$ cat src/rtl/mfp_pmod_als_spi_responder.sv
// SPI responder emulating the Pmod ALS ADC. It shifts a FRAME_BITS word out MSB
// first on sdo, one bit per falling sck edge, after a single leading zero.
// cs and sck are asynchronous to clock, so both are oversampled through synchronizers.
// Edges are detected entirely in the clock domain.
module mfp_pmod_als_spi_responder #(
    parameter int SYNC_STAGES = 2,
    parameter int FRAME_BITS  = 16
) (
    input  logic                  clock,
    input  logic                  reset,
    input  logic                  cs,
    input  logic                  sck,
    output logic                  sdo,
    output logic                  sdo_oe,
    input  logic [FRAME_BITS-1:0] value,
    output logic                  busy,
    output logic                  frame_done,
    output logic                  frame_abort,
    output logic [1:0]            state_dbg
);

    localparam int CW = $clog2(FRAME_BITS + 1);

    typedef enum logic [1:0] {
        WAIT_HIGH = 2'd0,
        IDLE      = 2'd1,
        SHIFT     = 2'd2
    } state_t;

    // Synchronizer chains. Bit 0 is the first stage and the top bit is the synchronized value.
    // sck resets high, which is the idle level of the master's clock.
    logic [SYNC_STAGES-1:0] cs_sync_q, cs_sync_d;
    logic [SYNC_STAGES-1:0] sck_sync_q, sck_sync_d;
    logic                   cs_prev_q, cs_prev_d;
    logic                   sck_prev_q, sck_prev_d;

    logic cs_s, sck_s;
    logic cs_fall, cs_rise, sck_fall;

    state_t                state_q, state_d;
    logic [FRAME_BITS-1:0] shift_q, shift_d;
    logic [CW-1:0]         count_q, count_d;
    logic                  sdo_q, sdo_d;
    logic                  sdo_oe_q, sdo_oe_d;
    logic                  busy_q, busy_d;
    logic                  done_q, done_d;
    logic                  abort_q, abort_d;

    // Advance the synchronizer chains and remember the previous synchronized values.
    always_comb begin
        cs_sync_d  = {cs_sync_q[SYNC_STAGES-2:0], cs};
        sck_sync_d = {sck_sync_q[SYNC_STAGES-2:0], sck};
        cs_prev_d  = cs_sync_q[SYNC_STAGES-1];
        sck_prev_d = sck_sync_q[SYNC_STAGES-1];
    end

    // Register the synchronizers and the edge-detect history.
    always_ff @(posedge clock) begin
        if (reset) begin
            cs_sync_q  <= '0;
            sck_sync_q <= '1;
            cs_prev_q  <= 1'b0;
            sck_prev_q <= 1'b1;
        end else begin
            cs_sync_q  <= cs_sync_d;
            sck_sync_q <= sck_sync_d;
            cs_prev_q  <= cs_prev_d;
            sck_prev_q <= sck_prev_d;
        end
    end

    assign cs_s    = cs_sync_q[SYNC_STAGES-1];
    assign sck_s   = sck_sync_q[SYNC_STAGES-1];
    assign cs_fall = cs_prev_q & ~cs_s;
    assign cs_rise = ~cs_prev_q & cs_s;
    // sck activity only counts while the frame is selected.
    assign sck_fall = sck_prev_q & ~sck_s & ~cs_s;

    // Next-state and registered-output logic. cs rising takes priority over an sck fall in the same clock.
    always_comb begin
        state_d  = state_q;
        shift_d  = shift_q;
        count_d  = count_q;
        sdo_d    = sdo_q;
        sdo_oe_d = sdo_oe_q;
        busy_d   = busy_q;
        done_d   = 1'b0;
        abort_d  = 1'b0;
        case (state_q)
            WAIT_HIGH: begin
                // A reset during a frame must not resume that frame, so wait for cs to be released first.
                if (cs_s) begin
                    state_d = IDLE;
                end
            end
            IDLE: begin
                if (cs_fall) begin
                    state_d  = SHIFT;
                    shift_d  = value;
                    sdo_d    = 1'b0;
                    sdo_oe_d = 1'b1;
                    busy_d   = 1'b1;
                    count_d  = '0;
                end
            end
            SHIFT: begin
                if (cs_rise) begin
                    state_d  = IDLE;
                    sdo_d    = 1'b0;
                    sdo_oe_d = 1'b0;
                    busy_d   = 1'b0;
                    if (count_q == CW'(FRAME_BITS)) begin
                        done_d = 1'b1;
                    end else begin
                        abort_d = 1'b1;
                    end
                end else if (sck_fall) begin
                    if (count_q < CW'(FRAME_BITS)) begin
                        sdo_d   = shift_q[FRAME_BITS-1];
                        shift_d = {shift_q[FRAME_BITS-2:0], 1'b0};
                        count_d = count_q + CW'(1);
                    end else begin
                        // Once the word is exhausted, any extra clocks from the master read back zero.
                        sdo_d = 1'b0;
                    end
                end
            end
            default: begin
                state_d = WAIT_HIGH;
            end
        endcase
    end

    // State and output registers.
    always_ff @(posedge clock) begin
        if (reset) begin
            state_q  <= WAIT_HIGH;
            shift_q  <= '0;
            count_q  <= '0;
            sdo_q    <= 1'b0;
            sdo_oe_q <= 1'b0;
            busy_q   <= 1'b0;
            done_q   <= 1'b0;
            abort_q  <= 1'b0;
        end else begin
            state_q  <= state_d;
            shift_q  <= shift_d;
            count_q  <= count_d;
            sdo_q    <= sdo_d;
            sdo_oe_q <= sdo_oe_d;
            busy_q   <= busy_d;
            done_q   <= done_d;
            abort_q  <= abort_d;
        end
    end

    assign sdo         = sdo_q;
    assign sdo_oe      = sdo_oe_q;
    assign busy        = busy_q;
    assign frame_done  = done_q;
    assign frame_abort = abort_q;
    assign state_dbg   = state_q;

endmodule
$ cat config.mk
export PLATFORM = sky130hd
export DESIGN_NAME = mfp_pmod_als_spi_responder
export DESIGN_NICKNAME = d
export VERILOG_FILES = /design/src/rtl/mfp_pmod_als_spi_responder.sv
export SDC_FILE = /design/constraint.sdc
export NUM_CORES = 1
export LEC_CHECK = 0
export CORE_AREA = 2 2 56 58
export DETAILED_ROUTE_END_ITERATION = 10
export DIE_AREA = 0 0 58 60
export PLACE_DENSITY = 0.91
export REMOVE_ABC_BUFFERS = 1
export SYNTH_ARGS = -nofsm -noshare
export SYNTH_HDL_FRONTEND = slang
export SYNTH_SLANG_ARGS = --single-unit
export TNS_END_PERCENT = 50
$ cat constraint.sdc
create_clock -name clock -period 3.75 [get_ports clock]
set_input_delay 1.125 -clock clock [delete_from_list [all_inputs] [get_ports clock]]
set_output_delay 1.125 -clock clock [all_outputs]
set_load 0.05 [all_outputs]
Word-level counts from Yosys, hierarchy flattened
Cells that the tools add are included.
{ "word_totals": {"register_bits": 33, "inputBits": 20} }
{ "classes": {"bitwise_logic": 9, "n_reduce_logical": 7, "n_eq_ne": 10, "order_cmp": 1, "addsub": 1, "n_mux": 24} }
{ "ops": {"columns": ["op", "count"], "rows": [
  ["16-bit two-way mux", 4],
  ["16-bit one-hot mux with 2 select lines", 1],
  ["5-bit two-way mux", 4],
  ["2-bit != test, second input constant", 6],
  ["5-bit one-hot mux with 2 select lines", 1],
  ["3-bit AND reduction", 3],
  ["1-bit two-way mux", 8],
  ["2-bit two-way mux", 3],
  ["2-bit one-hot mux with 3 select lines", 1],
  ["5-bit by 1-bit adder with 5-bit output, second input constant", 1],
  ["5-bit == test, second input constant", 1],
  ["5-bit < comparator, second input constant", 1],
  ["1-bit inverter", 5],
  ["5-bit AND reduction", 1],
  ["1-bit bitwise AND", 4],
  ["1-bit one-hot mux with 2 select lines", 2],
  ["3-bit != test, second input constant", 1],
  ["3-bit OR reduction", 1],
  ["2-bit by 1-bit == test with 1-bit output, second input constant", 1],
  ["2-bit == test, second input constant", 1],
  ["2-bit logical NOT", 1],
  ["2-bit nonzero test", 1]
]} }

Logic depth before layout (Yosys ltp)
{ "depth": {"word_depth": 6, "mapped_depth": 6} }

Worst setup path after synthesis
OpenSTA, ideal clock, no wires.
{ "synth_timing": {"path_kind": "register to output", "from": "reg, netlist name busy", "to": "out sdo_oe", "n_path_buf": 1, "slack_ns": 1.703, "path_stages_with_launch": 2, "arrival_ns": 0.922, "path_cell_list": "dfxtp_1 -> buf_4"} }
{ "synth_lines": {"columns": ["element", "line_no", "source"], "rows": [
  ["end: declaration", "14", "output logic sdo_oe,"]
]} }

Final worst setup path
{ "layout_timing": {"from": "reg state_q[0], in the netlist state_dbg[0]", "to": "out state_dbg[0]"} }
{ "layout_lines": {"columns": ["element", "line_no", "source"], "rows": [
  ["start: declaration", "40", "state_t state_q, state_d;"],
  ["start signal: assignment", "146", "state_q <= state_d;"],
  ["end: declaration", "19", "output logic [1:0] state_dbg"]
]} }
No word-level cell between the ends.

==> metrics.cfg <==
[sta]
clock_skew_ps = 3.93
fin_crit_ps = 2850
rsz0062_at_grt = no
setup_viol = 0
finalCritPeriodShare = 0.759
fmax_ghz = 0.351
slew_violations = 0
finalHoldViolations = 0
finalSetupTns_ps = 0
setup_ws_ps = 902
worst_slew_pin_slew_ps = 1190
timing.slew.headroom = 0.206
hold_ws_ps = 428

[logic_synthesis]
synthFlopType = dfxtp_1
yosys_warnings = 0
netlist_area_um2 = 1530
seq_area_frac_synth = 0.433
synth_edf_count = 0
postSynthCellCount = 170
synthArstFlopShare = 0
synth_cell_types = 38
avgSynthCellArea_um2 = 8.98
ys_ff_latch = 33

[drt]
drt-initial-drc-count = 82
wl_per_cell_um = 15.0
drt_wl_total_mm = 3.38
ant_nets = 0
num_vias = 1400
drc = 0
viasPerCell = 6.22
dr.pass1.iters = 4

[placement]
dpl.hpwl_mm = 2.16
place_congestion = 0.781
dp_cells = 217
placed_cell_area_um2 = 1780
io_buffers = 26
place_worst_setup_slack_ps = 1010

[pwr]
p_leak_uw = 0.000612
vdd_drop_max_uv = 307
p_per_area_nw_per_um2 = 333

[floorplanning]
floorplan.initialDensity = 0.526
coreArea_um2 = 2900
ios = 27
die_x_um = 58
die_area_um2 = 3480
std_cell_rows = 20
fp.dieH_um = 60

[setup_path]
cp.arrival_ps = 1720
critPathBufInv = 1
crit_family = buffers and inverters
end_kind = primary output
crit_fanout = 10
worstPathCellList = clkdlybuf4s50_1
critPathMaxStageDelay_ps = 870
startpoint_type = flip-flop
critPathKind = flip-flop to primary output
worst_ep_required_time_ps = 2620
slowest_stage = clkdlybuf4s50_1

[global_routing]
grt_pass1_vias = 1289
grt_max_degree = 24
grt_pass1_wl_mm = 5.74
overflow = 0
antenna_found_initial = 0
grt_use_total = 0.219

[cts]
cts_buffer_depth = 2
htree_num_levels = 2
post_cts_buffers = 0
clk_latency_ps = 340
postCtsHoldBufs = 0
cts_tree = built
clock-sinks = 33
clkTransAtPathRegs_ps = 90
cts_resized = 0
root_buffer = clkbuf_4
cts_buffers = 5

[cells_and_area]
final_common_cell = dfxtp_1
stdcell_count = 225
n_fill_cell = 247
nets = 213
syn2layout_area_growth_pct = 19.5
layout_common_cells = dfxtp_1, nand2_1, clkdlybuf4s50_1
antenna_cells = 0
drive_above_1_share = 0.0938
fin_area_um2 = 1820

[worst_hold_path]
hp-class = flip-flop to flip-flop

[status]
outcome = finished, final reports clean

[flow_run]
drv_cap = 0

==> Yosys cell counts (all sizes together), types with 2 or more instances <==
cell,count,area share
or3b,2,0.013
nand2,30,0.074
dfxtp,33,0.43
inv,4,0.0098
ha,2,0.016
nor2,4,0.0098
clkbuf,6,0.015
nor2b,6,0.025
nor3b,3,0.021
a211oi,16,0.079
a21oi,4,0.013
and3,2,0.0082
nand4b,2,0.011
nand3,2,0.0066
or2,3,0.012
a31o,2,0.011
nand2b,6,0.025
a311oi,15,0.086
buf,10,0.043
o21ai,5,0.016
==> report_power, final <==
| group | switching [uW] | internal [uW] | leakage, uW |
|---|---|---|---|
| combinational | 24.9 | 30.6 | 0.000318 |
| clock | 115 | 74.6 | 0.0000265 |
| sequential | 5.71 | 356 | 0.000267 |
| total | 146 | 461 | 0.000612 |
==> final timing paths <==
path	start	to	slack [ps]	cells after the start
max	state_dbg[0]$_SDFFE_PP0P_	state_dbg[0]	900	1
min	sck_sync_q[0]$_SDFF_PP1_	sck_sync_q[1]$_SDFF_PP1_	430	1
max reg2reg	cs_sync_q[1]$_SDFF_PP0_	count_q[0]$_SDFFE_PP0P_	1710	3
min reg2reg	sck_sync_q[0]$_SDFF_PP1_	sck_sync_q[1]$_SDFF_PP1_	430	1
==> per-stage QoR <==
step / utilization / power (uW)
finish: 0.628 / 607
CTS: 0.628 / 615
global placement: 0.612 / 422
global route: 0.628 / 635
detailed placement: 0.612 / 424
floorplan: - / 391
==> state kept, by name, summed over array words and instances, names as in the netlist, 2 cells and up <==
name,cells
count_q,5
cs_sync_q,2
sck_sync_q,2
shift_q,16
state_dbg,2
==> logic make-up after synthesis <==
group / share of synthesized area
muxes: 0.00656
adders and majority gates: 0.0164
and+or+nand+nor: 0.239
DFF: 0.433
buffers and inverters: 0.0680
AOI/OAI and AO/OA: 0.238
==> final cells by class <==
class / instances / area, um^2 / share of cell area
timing repair buffer: 30 / 290 / 0.159
inverter: 4 / 15.0 / 0.00823
tap: 33 / 41.3 / 0.0226
clock buffer: 8 / 48.8 / 0.0267
sequential: 33 / 661 / 0.362
multi-input combinational: 117 / 768 / 0.421
==> routing by layer <==
metal | vias to the layer above | share of wire | global-route usage
li1 | 667 | - | -
met1 | 658 | 0.43 | 0.256
met2 | 70 | 0.47 | 0.367
met3 | 5 | 0.086 | 0.0736
met4 | 0 | 0.010 | 0.0930
met5 | - | 0 | 0
(Power assumes the default switching activity.)
